**src/rtl/code_player.sv**
```systemverilog
// -----------------------------------------------------------------------------
// code_player
//   Plays a latched code as a train of one-cycle button-press pulses, LSB
//   first. Each symbol becomes a pulse on b0_out (symbol 0) or b1_out
//   (symbol 1). Consecutive pulses are separated by GAP idle cycles. A single
//   done pulse follows normal completion. abort drops back to IDLE. reset_n
//   abandons any sequence at once.
//
// Parameters
//   MAX_LEN : maximum symbols per sequence (2..15)
//   GAP     : idle cycles between consecutive pulses (>= 1)
//
// Ports
//   clk          in   single clock, rising edge
//   reset_n      in   asynchronous active-low reset
//   start        in   play request, honoured only in IDLE
//   abort        in   terminate the current sequence
//   code         in   MAX_LEN symbols, bit i played i-th
//   code_len     in   number of symbols, clamped to MAX_LEN
//   b0_out       out  press pulse for symbol 0
//   b1_out       out  press pulse for symbol 1
//   busy         out  high in every non-IDLE state
//   done         out  one-cycle pulse on normal completion
//   hex_display  out  symbols emitted in the current/last sequence
// -----------------------------------------------------------------------------
module code_player #(
    parameter int MAX_LEN = 8,
    parameter int GAP     = 4
) (
    input  logic               clk,
    input  logic               reset_n,
    input  logic               start,
    input  logic               abort,
    input  logic [MAX_LEN-1:0] code,
    input  logic [3:0]         code_len,
    output logic               b0_out,
    output logic               b1_out,
    output logic               busy,
    output logic               done,
    output logic [3:0]         hex_display
);

    typedef enum logic [1:0] {
        S_IDLE,
        S_PULSE,
        S_GAP,
        S_DONE
    } state_t;

    // The gap counter is loaded with GAP-1 and counts down to zero.
    localparam int          GW    = (GAP > 1) ? $clog2(GAP) : 1;
    localparam logic [3:0]  MAX_L = 4'(MAX_LEN);
    localparam logic [GW-1:0] GAP_LOAD = GW'(GAP - 1);

    state_t               r_state;
    logic [MAX_LEN-1:0]   r_shift;
    logic [3:0]           r_len;
    logic [3:0]           r_count;
    logic [GW-1:0]        r_gap_cnt;

    state_t               w_state;
    logic [MAX_LEN-1:0]   w_shift;
    logic [3:0]           w_len;
    logic [3:0]           w_count;
    logic [GW-1:0]        w_gap_cnt;
    logic [3:0]           w_count_inc;

    assign w_count_inc = r_count + 4'd1;

    // Next-state and datapath update.
    // NOTE: every signal assigned here gets its hold value first, so no path
    // leaves it unassigned and no latch is inferred.
    always_comb begin
        w_state   = r_state;
        w_shift   = r_shift;
        w_len     = r_len;
        w_count   = r_count;
        w_gap_cnt = r_gap_cnt;

        unique case (r_state)
            S_IDLE: begin
                // abort outranks start while idle.
                if (start && !abort) begin
                    w_count = 4'd0;
                    if (code_len == 4'd0) begin
                        w_state = S_DONE;
                    end else begin
                        w_shift = code;
                        w_len   = (code_len > MAX_L) ? MAX_L : code_len;
                        w_state = S_PULSE;
                    end
                end
            end

            S_PULSE: begin
                // The pulse is already on the outputs this cycle, so it is
                // counted even when abort arrives alongside it.
                w_count = w_count_inc;
                if (abort) begin
                    w_state = S_IDLE;
                end else if (w_count_inc == r_len) begin
                    w_state = S_DONE;
                end else begin
                    w_state   = S_GAP;
                    w_gap_cnt = GAP_LOAD;
                end
            end

            S_GAP: begin
                if (abort) begin
                    w_state = S_IDLE;
                end else if (r_gap_cnt == '0) begin
                    w_shift = r_shift >> 1;
                    w_state = S_PULSE;
                end else begin
                    w_gap_cnt = r_gap_cnt - GW'(1);
                end
            end

            S_DONE: begin
                w_state = S_IDLE;
            end

            default: begin
                w_state = S_IDLE;
            end
        endcase
    end

    // NOTE: sequential state uses non-blocking assignments so every register
    // samples the pre-edge values of its neighbours.
    // NOTE: the shift register is small and fully reset so an abandoned code
    // never leaks into the next sequence.
    always_ff @(posedge clk or negedge reset_n) begin
        if (!reset_n) begin
            r_state   <= S_IDLE;
            r_shift   <= '0;
            r_len     <= 4'd0;
            r_count   <= 4'd0;
            r_gap_cnt <= '0;
        end else begin
            r_state   <= w_state;
            r_shift   <= w_shift;
            r_len     <= w_len;
            r_count   <= w_count;
            r_gap_cnt <= w_gap_cnt;
        end
    end

    // Outputs are decoded from registers only, so reset clears them at once.
    assign b0_out      = (r_state == S_PULSE) && !r_shift[0];
    assign b1_out      = (r_state == S_PULSE) &&  r_shift[0];
    assign busy        = (r_state != S_IDLE);
    assign done        = (r_state == S_DONE);
    assign hex_display = (r_count > MAX_L) ? MAX_L : r_count;

endmodule
```
**config.mk**
```make
export PLATFORM = sky130hd
export DESIGN_NAME = code_player
export DESIGN_NICKNAME = d
export VERILOG_FILES = /design/src/rtl/code_player.sv
export SDC_FILE = /design/constraint.sdc
export NUM_CORES = 1
export LEC_CHECK = 0
export CAP_MARGIN = 30
export CORE_MARGIN = 2
export CORE_UTILIZATION = 54
export CTS_CLUSTER_SIZE = 8
export DETAILED_ROUTE_END_ITERATION = 8
export PLACE_DENSITY_LB_ADDON = 0.3
export SETUP_SLACK_MARGIN = 0.05
export SLEW_MARGIN = 25
export SYNTH_ARGS = -nofsm -noshare
export SYNTH_HDL_FRONTEND = slang
export SYNTH_SLANG_ARGS = --single-unit
```
**constraint.sdc**
```tcl
create_clock -name clk -period 2.4 [get_ports clk]
set_input_delay 0.24 -clock clk [delete_from_list [all_inputs] [get_ports clk]]
set_output_delay 0.24 -clock clk [all_outputs]
set_load 0.05 [all_outputs]
```
==> metrics.log, run 1 <==
[metrics] post-CTS setup repair buffer count: 0
[metrics] path class of the lowest-slack min-delay path: input pin to asynchronous set/reset pin
[metrics] normalized max-slew margin: 65.63%
[metrics] Setup Viol. Count Final: 0
[metrics] Achievable Freq: 0.4827 GHz
[metrics] net count after synthesis: 132
[metrics] Port Buf Inserts: 23
[metrics] clock insertion delay at the later pin of the skew report: 0.29 ns
[metrics] Vias/cell: 5.366
[metrics] synthesis-stage register bit count: 20
[metrics] launch point of the critical path: r_count[0]
[metrics] Switch Pwr: 0.5944 mW
[metrics] horizontal extent of the die: 51.26 um
[metrics] Warnings, synthesis: 0
[metrics] layout cells sized above 1: 22.06%
[metrics] unrepaired setup endpoints after global routing: false
[metrics] routability congestion estimate: 0.8964
[metrics] top cells by count, synth: sky130_fd_sc_hd__dfrtp_1 (20), sky130_fd_sc_hd__mux2_2 (19), sky130_fd_sc_hd__nor2_1 (9)
[metrics] number of violations of the max-capacitance limit: 0
[metrics] # rows: 17
[metrics] Pwr Density: 986.3 nW/um2
[metrics] Top Ports: 24
[metrics] final-stage net count: 157
[metrics] accumulated negative setup slack: 0 ns
[metrics] worst reg2reg endpoint: r_shift[0]
[metrics] Yosys top cell by area: sky130_fd_sc_hd__dfrtp_1
[metrics] per-cell routed wire length: 13.13 um
[metrics] P_int: 0.8631 mW
[metrics] largest vdd supply drop: 0.0006119 V
[metrics] required time of the critical path: 2.16 ns
[metrics] fill cell instance count of the final layout: 177
[metrics] most instantiated library cell after synthesis: sky130_fd_sc_hd__dfrtp_1
[metrics] growth of design area from synthesis to finish: 22.51%
[metrics] final worst clock skew: 0.0006762 ns
[metrics] switching share of power: 40.78%
[metrics] type of element launching the critical path: flip-flop
[metrics] Worst Tran Pin Value: 0.5146 ns
[metrics] post-DP HPWL: 1690 um
[metrics] Hold WS: 0.2690 ns
[metrics] initial drt markers: 15
[metrics] Worst R2R Start: r_state[1]
[metrics] post-route fraction of the period consumed by the critical path: 86.32%
[metrics] number of global-route vias before repair: 907
[metrics] endpoint type of the worst setup path: primary output
[metrics] antenna violations before repair: 0
[metrics] via total after detailed routing: 880
[metrics] total global routing track utilization: 18.84%
[metrics] die boundary height: 51.26 um
[metrics] largest net degree at the start of global routing: 21
[metrics] Netlist cell types: 31
[metrics] number of standard cells after synthesis: 113
[metrics] core area: 2170 um2
[metrics] CTS Buf Count: 3
[metrics] wire length of the first global-routing pass: 3684 um
[metrics] post-synthesis sequential area ratio: 41.49%
[metrics] post-detailed-route count of antenna-violating nets: 0
[metrics] total inserted antenna cells: 0
[metrics] first-pass iteration count of the detailed router: 4
[metrics] count of cells along the worst register-to-register path: 4
[metrics] grt ovf: 0
[metrics] H-tree depth reported by CTS: 1
[metrics] total standard cell area after synthesis: 1206 um2
[metrics] Worst Path Arrival: 1.83 ns
[metrics] synth top area cells: sky130_fd_sc_hd__dfrtp_1 (41%), sky130_fd_sc_hd__mux2_2 (18%), sky130_fd_sc_hd__ha_1 (3.1%)
[metrics] result of the run: finished, final reports clean
[metrics] multi-input gate area in the final layout: 651.9 um2
[metrics] largest driver fanout on the critical path: 7
[metrics] Min Clock Period, post-route: 2.072 ns
[metrics] register cell area after layout: 500.5 um2
[metrics] starting density of the core: 55.59%
[metrics] kind of critical path: flip-flop to primary output
[metrics] TritonCTS clock tree: yes
[metrics] total detailed-routing wirelength: 2153 um
[metrics] top-area cell type share of the netlist area: 41.49%
[metrics] final hold violations: 0
[metrics] Clk pwr share: 10.5%
[metrics] Slew Viols, Final: 0
[metrics] buffer type at the clock tree root: sky130_fd_sc_hd__clkbuf_4
[metrics] register clock-pin slew on the reported worst setup and hold paths: 0.10 ns
[metrics] Pleak: 0.6769 nW
[metrics] Mean Syn Cell Area: 10.67 um2
[metrics] count of flip-flops with a built-in enable after synthesis: 0
[metrics] Reg2Reg Setup Slack: 0.57 ns
[metrics] portion of total power attributed to sequential cells: 41.1%
[metrics] proportion of power drawn by combinational gates: 48.4%
[metrics] DRC violations left: 0
[metrics] last element of the critical path: hex_display[0]
[metrics] share of synthesized registers carrying an async set or reset: 100.0%
[metrics] Die Area: 2628 um2
[metrics] total number of clock tree sinks: 20
[metrics] overall power after layout: 1.457 mW
[metrics] top flip-flop cell by instance count after synthesis: sky130_fd_sc_hd__dfrtp_1
[metrics] maximum clock insertion buffer count: 2
## metal layers
layer | vias to the layer above | GRT usage (%) | share of wire [%]
li1 | 443 | - | -
met1 | 406 | 20.04 | 43
met2 | 24 | 34.85 | 51
met3 | 7 | 3.216 | 3.5
met4 | 0 | 10.53 | 2.6
met5 | - | 0 | 0
## stage by stage
step | utilization (%) | area, um2 | worst slack, ns | instances
2_1_floorplan | - | 1206 | 0.7338 | 113
3_5_place_dp | 67.07 | 1455 | 0.3754 | 161
5_1_grt | 68.11 | 1478 | 0.1360 | 164
6_report | 68.11 | 1478 | 0.3284 | 164
4_1_cts | 67.88 | 1473 | 0.1225 | 164
3_3_place_gp | 67.07 | 1455 | 0.3983 | 161
## timing repair
item,4_1_cts,5_1_grt
gates resized for setup,4,2
pin swaps,0,0
hold buffers,0,0
setup endpoints to repair,4,2
## worst max-delay path, cell delays in order (launching register included)
cell	delay, ns
sky130_fd_sc_hd__dfrtp_1	0.47
sky130_fd_sc_hd__inv_1	0.09
sky130_fd_sc_hd__ha_1	0.14
sky130_fd_sc_hd__inv_1	0.03
sky130_fd_sc_hd__o21ai_0	0.15
sky130_fd_sc_hd__and2_1	0.14
sky130_fd_sc_hd__dlygate4sd2_1	0.52
## power groups by stage
| stage | Combinational, mW | Clock (mW) | Sequential [mW] |
|---|---|---|---|
| floorplan | 0.589 | 0 | 0.554 |
| global placement | 0.710 | 0 | 0.597 |
| detailed placement | 0.729 | 0 | 0.605 |
| CTS | 0.717 | 0.159 | 0.598 |
| global route | 0.783 | 0.169 | 0.619 |
| finish | 0.705 | 0.153 | 0.599 |
## cell families after synthesis
| family | Yosys count | synth area share [%] |
|---|---|---|
| simple gates | 35 | 17.53 |
| mux | 20 | 18.57 |
| flops | 20 | 41.49 |
| compound gates | 17 | 10.48 |
| buf+inv | 12 | 4.460 |
| xor+xnor | 6 | 4.357 |
| fa+ha+maj | 3 | 3.112 |
## sequential cells by signal (all words and copies together), names as in the netlist
name	count
r_gap_cnt	2
r_state	2
r_count	4
r_shift	8
r_len	4
## final cells by class
cell class              count  share of cell area (%)
multi-input cells          81                   44.12
flip-flops and latches     20                   33.87
repair buffers             24                   16.09
well taps                  28                   2.371
inverters                   8                   2.032
clock buffers               3                   1.524
## worst min-delay path by stage
stage | startpoint | endpoint | slack, ns | depth (start not counted)
after floorplan | reset_n | r_count[0] | -0.06 | 0
after global placement | r_shift[6] | r_shift[6] | 0.48 | 1
after detailed placement | r_shift[6] | r_shift[6] | 0.49 | 1
after CTS | reset_n | r_shift[0] | 0.27 | 2
after global routing | reset_n | r_shift[0] | 0.28 | 2
final | reset_n | r_shift[7] | 0.27 | 2
## placed cells by master (no fill, tap or decap), drive strengths merged, types with 4 or more instances in the layout
cell type,n
clkdlybuf4s50,17
dfrtp,20
dlygate4sd2,4
inv,8
mux2,19
nand2,4
nor2,11
nor2b,6
nor3,4
o21ai,6
xnor2,4
(Power assumes the default switching activity.)
==> run 2, diff against run 1 <==
SLEW_MARGIN = not set   (was 25)
==> results of run 2 <==
No change in the layout: final DEF, timing and power equal those of run 1.
==> run 3, diff against run 2 <==
SLEW_MARGIN = 20   (was not set)
==> results of run 3 <==
No change in the layout: final DEF, timing and power equal those of run 1.
